$ cat config.mk
export PLATFORM = sky130hd
export DESIGN_NAME = mem_arbiter
export DESIGN_NICKNAME = d
export VERILOG_FILES = /design/src/rtl/mem_arb_pkg.sv /design/src/rtl/rr_pick.sv /design/src/rtl/mem_arbiter.sv
export SDC_FILE = /design/constraint.sdc
export NUM_CORES = 1
export LEC_CHECK = 0
export ABC_AREA = 1
export BUFFER_PORTS_ARGS = -buffer_cell sky130_fd_sc_hd__buf_2
export CELL_PAD_IN_SITES_DETAIL_PLACEMENT = 1
export CELL_PAD_IN_SITES_GLOBAL_PLACEMENT = 2
export CORE_AREA = 5 5 155 157
export DETAILED_ROUTE_END_ITERATION = 16
export DIE_AREA = 0 0 160 162
export GPL_ROUTABILITY_DRIVEN = 0
export GPL_TIMING_DRIVEN = 1
export PLACE_DENSITY = 0.87
export SYNTH_ARGS = -nofsm -noshare
export SYNTH_HDL_FRONTEND = slang
export SYNTH_HIERARCHICAL = 1
export SYNTH_SLANG_ARGS = --single-unit
$ cat constraint.sdc
create_clock -name clk -period 2.05 [get_ports clk]
set_clock_uncertainty 0.2 [all_clocks]
set_input_delay 0.41 -clock clk [delete_from_list [all_inputs] [get_ports clk]]
set_output_delay 0.41 -clock clk [all_outputs]
set_load 0.02 [all_outputs]
$ cat src/rtl/mem_arb_pkg.sv
// rtl/mem_arb_pkg.sv - shared state encoding and index helper for the memory arbiter
package mem_arb_pkg;

  localparam logic [1:0] ST_IDLE  = 2'd0;
  localparam logic [1:0] ST_GRANT = 2'd1;
  localparam logic [1:0] ST_LOCK  = 2'd2;

  typedef enum logic [1:0] {
    IDLE  = ST_IDLE,
    GRANT = ST_GRANT,
    LOCK  = ST_LOCK
  } arb_state_e;

  function automatic int next_index(input int idx, input int n);
    return (idx + 1 == n) ? 0 : idx + 1;
  endfunction

endpackage

$ cat src/rtl/rr_pick.sv
// rtl/rr_pick.sv - combinational round-robin picker: first requester at or after p
module rr_pick #(
  parameter int N     = 4,
  parameter int IDX_W = $clog2(N)
) (
  input  logic [N-1:0]     req,
  input  logic [IDX_W-1:0] p,
  output logic [IDX_W-1:0] idx,
  output logic             valid
);

  // Scanning from the farthest offset back toward p lets the nearest requester win last.
  always_comb begin
    idx   = '0;
    valid = 1'b0;
    for (int k = N - 1; k >= 0; k--) begin
      if (req[(int'(p) + k) % N]) begin
        idx   = IDX_W'((int'(p) + k) % N);
        valid = 1'b1;
      end
    end
  end

endmodule

$ cat src/rtl/mem_arbiter.sv
// rtl/mem_arbiter.sv - round-robin arbiter sharing one RAM port among N cores, with atomic lock
module mem_arbiter
  import mem_arb_pkg::*;
#(
  parameter int DATA_W  = 32,
  parameter int ADDR_W  = 16,
  parameter int N_CORES = 4
) (
  input  logic                        clk,
  input  logic                        rst,
  input  logic [N_CORES-1:0]          core_read,
  input  logic [N_CORES-1:0]          core_write,
  input  logic [N_CORES-1:0]          core_atomic,
  input  logic [N_CORES*ADDR_W-1:0]   core_addr,
  input  logic [N_CORES*DATA_W-1:0]   core_data_w,
  output logic [DATA_W-1:0]           core_data_r,
  output logic [N_CORES-1:0]          core_wait,
  output logic [ADDR_W-1:0]           mem_addr,
  output logic [DATA_W-1:0]           mem_data_w,
  output logic                        mem_read,
  output logic                        mem_write,
  output logic                        mem_atomic,
  input  logic [DATA_W-1:0]           mem_data_r,
  input  logic                        mem_wait
);

  localparam int IDX_W = $clog2(N_CORES);

  arb_state_e         state_q, state_d;
  logic [IDX_W-1:0]   g_q, g_d;
  logic [IDX_W-1:0]   p_q, p_d;
  logic [IDX_W-1:0]   pick_idx;
  logic [IDX_W-1:0]   p_after_g;
  logic               pick_valid;
  logic [N_CORES-1:0] req;
  logic               req_g;
  logic               atomic_g;
  logic               done_g;

  assign req         = core_read | core_write;
  assign req_g       = req[g_q];
  assign atomic_g    = core_atomic[g_q];
  assign done_g      = req_g & ~mem_wait;
  assign p_after_g   = IDX_W'(next_index(int'(g_q), N_CORES));
  assign core_data_r = mem_data_r;

  rr_pick #(.N(N_CORES), .IDX_W(IDX_W)) u_pick (
    .req   (req),
    .p     (p_q),
    .idx   (pick_idx),
    .valid (pick_valid)
  );

  always_comb begin
    mem_addr   = '0;
    mem_data_w = '0;
    mem_read   = 1'b0;
    mem_write  = 1'b0;
    mem_atomic = 1'b0;
    core_wait  = req;
    if (state_q != IDLE) begin
      mem_addr       = core_addr[int'(g_q)*ADDR_W +: ADDR_W];
      mem_data_w     = core_data_w[int'(g_q)*DATA_W +: DATA_W];
      mem_read       = core_read[g_q];
      mem_write      = core_write[g_q];
      mem_atomic     = atomic_g;
      core_wait[g_q] = req_g & mem_wait;
    end
  end

  // A withdrawn grant leaves p alone so the same core is not skipped over.
  always_comb begin
    state_d = state_q;
    g_d     = g_q;
    p_d     = p_q;
    case (state_q)
      IDLE: begin
        if (pick_valid) begin
          g_d     = pick_idx;
          state_d = GRANT;
        end
      end
      GRANT: begin
        if (!req_g) begin
          state_d = IDLE;
        end else if (done_g) begin
          if (atomic_g) begin
            state_d = LOCK;
          end else begin
            state_d = IDLE;
            p_d     = p_after_g;
          end
        end
      end
      LOCK: begin
        if (!atomic_g && (done_g || !req_g)) begin
          state_d = IDLE;
          p_d     = p_after_g;
        end
      end
      default: state_d = IDLE;
    endcase
  end

  always_ff @(posedge clk) begin
    if (rst) begin
      state_q <= IDLE;
      g_q     <= '0;
      p_q     <= '0;
    end else begin
      state_q <= state_d;
      g_q     <= g_d;
      p_q     <= p_d;
    end
  end

endmodule

==> results of run 1 <==
[worst reg2reg max path: stages, from the launching register on]
cell and delay (ns):
dfxtp_4 0.39, inv_2 0.08, buf_12 0.17, nand2_1 0.09
nand2_1 0.06, nand2_2 0.09, nand3_4 0.12, buf_4 0.16
buf_4 0.12, nand2_1 0.06, nand2_2 0.08, a21oi_1 0.15
nor2_1 0.06
[routing by layer]
layer	track usage (%)	part of all wire (%)	vias up
li1	-	-	2242
met1	14.03	41	2055
met2	22.20	51	167
met3	2.487	6.4	22
met4	1.995	1.6	0
met5	0	0	-
[power by group through the flow]
stage	sequential, mW	combinational [mW]	clock, mW
after floorplan	0.178	2.27	0
after global placement	0.206	3.46	0
after detailed placement	0.209	3.50	0
after CTS	0.214	4.23	0.336
after global routing	0.221	4.95	0.346
final	0.214	4.54	0.330
[worst paths after layout]
kind / from / to / slack [ns] / depth (start not counted)
worst max-delay path: g_q[0] / core_wait[3] / -0.09 / 8
worst min-delay path: rst / state_q[0] / 0.17 / 2
worst max register to register: g_q[0] / p_q[0] / 0.10 / 12
worst min register to register: p_q[1] / p_q[1] / 0.41 / 2
[final cells by class]
type | count | area (um2) | share of cell area, %
Tap cell | 285 | 356.6 | 7.105
Multi-Input combinational cell | 449 | 2173 | 43.31
Clock buffer | 4 | 78.83 | 1.571
Timing Repair Buffer | 309 | 2190 | 43.63
Sequential cell | 6 | 125.1 | 2.493
Inverter | 24 | 95.09 | 1.895
[kinds of logic after synthesis]
logic type      Yosys count  share of synthesized area, %
compound gates          165                         31.74
fa+ha+maj                 5                         2.365
buf+inv                  95                         19.58
flops                     6                         4.541
simple gates            279                         41.77
[registers in the layout (all words and copies together) (netlist names)]
signal,count
g_q,2
state_q,2
p_q,2
[cell usage in the layout, fill, tap and decap left out, types with 10 or more instances in the layout]
| cell | n |
|---|---|
| nor2_1 | 189 |
| buf_6 | 14 |
| buf_4 | 66 |
| o21ai_0 | 45 |
| inv_1 | 15 |
| a21oi_2 | 10 |
| buf_2 | 206 |
| nand3_1 | 12 |
| buf_12 | 10 |
| nand2_2 | 12 |
| nand2_1 | 41 |
| nor2_2 | 13 |
| o21ai_1 | 53 |
| a21oi_1 | 47 |
[metrics by stage]
| step | power, mW | std cells | util [%] |
|---|---|---|---|
| after global placement | 3.665 | 1048 | 18.85 |
| after CTS | 4.785 | 1069 | 21.34 |
| final | 5.086 | 1077 | 22.44 |
| after detailed placement | 3.708 | 1048 | 18.85 |
| after floorplan | 2.451 | 550 | - |
| after global routing | 5.518 | 1077 | 22.44 |
[timing repair]
item	4_1_cts	5_1_grt
resized for setup	119	50
endpoints found under the hold margin	0	0
buffers inserted	14	4
hold buffers	0	0
endpoints found under the setup margin	53	55
gates cloned	3	6
pin swaps	9	24
==> flow_summary.toml, run 1 <==
[timing]
tns_ns = -2.009
worst_slack_ns = -0.08515
fmax_mhz = 468.4
maxSlewHeadroom_pct = 72.56
finalSetupViolations = 49
slew_viol_final = 0
period_needed_ns = 2.135
whs_ns = 0.1684
rsz0062_at_grt = "true"
period_share_pct = 104.2
worstMarginPinSlew_ns = 0.4110
finalHoldViolCount = 0

[outcome]
failed_checks = "setup timing"
status = "finished, violations left"

[floorplanning]
initial_core_util_pct = 11.83
rows = 55
ioPinCount = 326
coreArea_um2 = 22370
die_w_um = 160
die_h_um = 162
design.die.area_um2 = 25920

[logic_synthesis]
ys_types = 24
yosys.cell_count.top_type = "nor2_1"
synth.area.top_cells = "nor2_1 (29%), o21ai_0 (18%), a21oi_1 (11%), buf_4 (9.9%), nand2_1 (6.8%)"
ys_seq_elements = 6
yosysWarningCount = 6
synthCells = 550
yosysSeqAreaShare_pct = 4.541
syn_area_per_cell_um2 = 4.809
synth_nets = 794
yosys.area.top_type = "nor2_1"
synthTopCellsByCount = "nor2_1 (206), o21ai_0 (94), a21oi_1 (57)"
syn_area_um2 = 2645
synth_top_area_share_pct = 29.23
synth_edf_count = 0
synth-main-ff-cell = "dfxtp_1"
synthArstFlopShare_pct = 0

[critical_path]
cp.required_ns = 1.44
cp_max_fo = 21
crit_family = "flip-flops"
worst_path_most_repeated_cell = "nand2_1"
cp_cell_sequence = "inv_2 > buf_12 > nand2_1 > nand2_1 > nand2_2 > nand3_4 > o21ai_2 > buf_6"
max_stage_delay_ns = 0.39
end_kind = "primary output"
worstPathArrival_ns = 1.53
cp_num_buf_inv = 3
cpMaxStageDelayCell = "dfxtp_4"
start_kind = "flop"
crit_type = "flop to primary output"

[route]
drc_errors = 0
ant_nets = 0
wl_um = 17710
wl_per_cell_um = 16.44
drtPass1Iterations = 4
vias = 4486
via_per_inst = 4.165
drt_iter0_drc = 240

[clock_tree]
clockBufferDepth = 2
clock_latency_ns = 0.23
htree_levels = 1
root_buffer = "clkbuf_16"
clk_pin_slew_ns = 0.04
cts_tree = "yes"
cts.sinks = 6
cts_buffers = 3

[global_route]
grt_max_degree = 46
grt_pass1_wl_um = 25070
grt_use_total_pct = 11.83
grt.overflow.total = 0
antenna_found_initial = 0
grt_pass1_vias = 4652

[place]
io_buffer_count = 261
place_area_um2 = 4215
hpwl_um = 12630
dp_slack_ns = 0.003688

[layout]
final_nets = 1037
nFillCells = 2884
final_area_um2 = 5019
antenna_cells = 0
layout-drive-gt1-share_pct = 47.73
area_delta_synth_final_pct = 89.73

[power]
clkPwrFrac_pct = 6.5
switching_power_mw = 2.676
share_seq_of_total_power_pct = 4.2
p_per_area_nw_per_um2 = 1014
p_sw_share_pct = 52.61
p_int_mw = 2.410
p_comb_share_pct = 89.3
irDropWorstVdd_uv = 332.6
p_leak_nw = 2.529

[job]
drv_cap = 0

[worst_hold_path]
hold_path_class = "input pin to flop"
Note: power is estimated with default switching activity, not from simulation.
==> run 2: changes to the inputs <==
--- a/config.mk
+++ b/config.mk
@@ -6,15 +6,15 @@
 export NUM_CORES = 1
 export LEC_CHECK = 0
 export ABC_AREA = 1
-export BUFFER_PORTS_ARGS = -buffer_cell sky130_fd_sc_hd__buf_2
 export CELL_PAD_IN_SITES_DETAIL_PLACEMENT = 1
 export CELL_PAD_IN_SITES_GLOBAL_PLACEMENT = 2
-export CORE_AREA = 5 5 155 157
+export CORE_AREA = 5 5 122 124
 export DETAILED_ROUTE_END_ITERATION = 16
-export DIE_AREA = 0 0 160 162
+export DIE_AREA = 0 0 127 129
+export DONT_BUFFER_PORTS = 1
 export GPL_ROUTABILITY_DRIVEN = 0
 export GPL_TIMING_DRIVEN = 1
-export PLACE_DENSITY = 0.87
+export PLACE_DENSITY = 0.76
 export SYNTH_ARGS = -nofsm -noshare
 export SYNTH_HDL_FRONTEND = slang
 export SYNTH_HIERARCHICAL = 1
==> run 2 against run 1 <==
- critical path type unchanged
- the run still ends with setup timing left
- combinational power rose by 2%
- non-clock buffer count down 217
- maximum frequency shrank 6.3%
- sequential power barely moved
- global-route usage grew 4.4 points
- die area down 37%
- core utilization increased by 7.4 points
- critical endpoint is now mem_data_w[11]
- worst hold slack worse by 0.12 ns
- highest routed layer unchanged
- power increased by 1.9%
==> flow_summary.toml, run 2 (synthesized netlist as in run 1, its figures left out) <==
[route]
via_per_inst = 5.102
drtPass1Iterations = 4
ant_nets = 0
vias = 3857
wl_per_cell_um = 20.45
drc_errors = 0
drt_iter0_drc = 168
wl_um = 15460

[global_route]
grt_pass1_wl_um = 21650
antenna_found_initial = 0
grt.overflow.total = 0
grt_pass1_vias = 4092
grt_max_degree = 49
grt_use_total_pct = 16.23

[power]
p_sw_share_pct = 53.15
irDropWorstVdd_uv = 521.6
p_leak_nw = 1.724
clkPwrFrac_pct = 6.5
p_comb_share_pct = 89.5
share_seq_of_total_power_pct = 4.1
switching_power_mw = 2.755
p_total_mw = 5.185
p_per_area_nw_per_um2 = 1272
p_int_mw = 2.429

[timing]
whs_ns = 0.04708
finalSetupViolations = 55
period_share_pct = 111.2
finalHoldViolCount = 0
period_needed_ns = 2.280
fmax_mhz = 438.6
worst_slack_ns = -0.2299
maxSlewHeadroom_pct = 78.65
worstMarginPinSlew_ns = 0.3204
slew_viol_final = 0
rsz0062_at_grt = "true"

[place]
io_buffer_count = 0
placed_cells = 717
dp_slack_ns = 0.05476
hpwl_um = 10150

[clock_tree]
clock_latency_ns = 0.23
cts.sinks = 6
clockBufferDepth = 2
clk_pin_slew_ns = 0.04
root_buffer = "clkbuf_16"
cts_tree = "yes"
htree_levels = 1
cts_buffers = 3
cts_hold_buf = 0

[critical_path]
crit_type = "flop to primary output"
cp.required_ns = 1.44
rrSetupSlack_ns = 0.04
end_kind = "primary output"
r2r-end = "p_q[0]"
cp_max_fo = 7
rr_worst_depth = 13
rr_startpoint = "g_q[0]"
start_kind = "flop"
worstPathArrival_ns = 1.67

[layout]
layout_common_cells = "nor2_1 (156), o21ai_1 (72), buf_4 (58), a21oi_1 (47), nand2_1 (42)"
final_common_cell = "nor2_1"
nFillCells = 1748
multi_input_area_um2 = 2359
layout-drive-gt1-share_pct = 33.85
antenna_cells = 0
largestRegisters = "g_q x2, p_q x2, state_q x2"
ff_latch_area_um2 = 126.4
final_nets = 821
area_delta_synth_final_pct = 54.07
layoutNonFillerInstCount = 756

[floorplanning]
rows = 43
ioPinCount = 326
die_w_um = 127
design.die.area_um2 = 16380
die_h_um = 129
initial_core_util_pct = 19.36
coreArea_um2 = 13670

[outcome]
status = "finished, violations left"
failed_checks = "setup timing"

[worst_hold_path]
hp-start = "rst"
hold_path_class = "input pin to flop"
whs_endpoint = "state_q[0]"
hold_depth = 1

[job]
drv_cap = 0
run 2: cell count changes in the layout (fill, tap and decap cells not counted), moves of 2 or more:
cell,change
buf_2,-206
nor2_1,-33
nor2_4,+21
o21ai_0,-19
o21ai_1,+19
nor2_2,+12
buf_6,-11
buf_4,-8
buf_16,+6
buf_12,+3
clkbuf_16,-3
nand2_4,-2
run 2: worst max-delay path by stage:
stage           start             end  slack (ns)  depth (start not counted)
2_1_floorplan  g_q[0]    core_wait[0]       -0.06                          6
3_3_place_gp   g_q[0]     mem_addr[8]        0.07                          6
3_5_place_dp   g_q[0]     mem_addr[8]        0.05                          6
4_1_cts        g_q[0]    mem_addr[15]       -0.13                          8
5_1_grt        g_q[0]  mem_data_w[17]       -0.25                          8
6_report       g_q[0]  mem_data_w[11]       -0.23                          8
run 2: metrics by stage:
| stage | setup TNS [ns] | instance area, um2 | util (%) |
|---|---|---|---|
| final | -5.274 | 4075 | 29.82 |
| after global routing | -8.759 | 4075 | 29.82 |
| after global placement | 0 | 3015 | 22.07 |
| after CTS | -4.929 | 3770 | 27.59 |
| after floorplan | -0.08621 | 2693 | - |
| after detailed placement | 0 | 3015 | 22.07 |
run 2: power by group through the flow:
| stage | registers, mW | logic [mW] | clock network [mW] |
|---|---|---|---|
| after floorplan | 0.178 | 2.27 | 0 |
| after global placement | 0.213 | 3.07 | 0 |
| after detailed placement | 0.216 | 3.19 | 0 |
| after CTS | 0.209 | 4.25 | 0.335 |
| after global routing | 0.216 | 4.95 | 0.345 |
| final | 0.212 | 4.64 | 0.335 |
run 2: critical path, cell delays in order (launching register included):
cell and delay [ns]:
dfxtp_4 0.38, buf_12 0.12, buf_12 0.14, buf_12 0.16, nor2_4 0.04, nor2_2 0.09, o21ai_1 0.08, a21oi_1 0.23
buf_4 0.19
run 2: final cells by class:
| type | instances | area share (%) |
|---|---|---|
| multi-input cells | 449 | 57.88 |
| clock buffers | 4 | 1.934 |
| repair inverters | 1 | 0.2149 |
| repair buffers | 92 | 28.77 |
| flip-flops and latches | 6 | 3.101 |
| well taps | 180 | 5.527 |
| inverters | 24 | 2.579 |
run 2: metal layers:
| metal | vias up | GRT usage (%) | routed length (um) |
|---|---|---|---|
| met5 | - | 0 | 0 |
| met3 | 24 | 3.861 | 1157 |
| met1 | 1815 | 18.21 | 5846 |
| met2 | 210 | 30.70 | 8223 |
| li1 | 1808 | - | - |
| met4 | 0 | 4.164 | 232 |
run 2: repair_timing:
action,4_1_cts,5_1_grt
pin swaps,35,66
buffers inserted,18,2
endpoints found under the setup margin,52,56
resized for setup,86,104
cloned,12,3
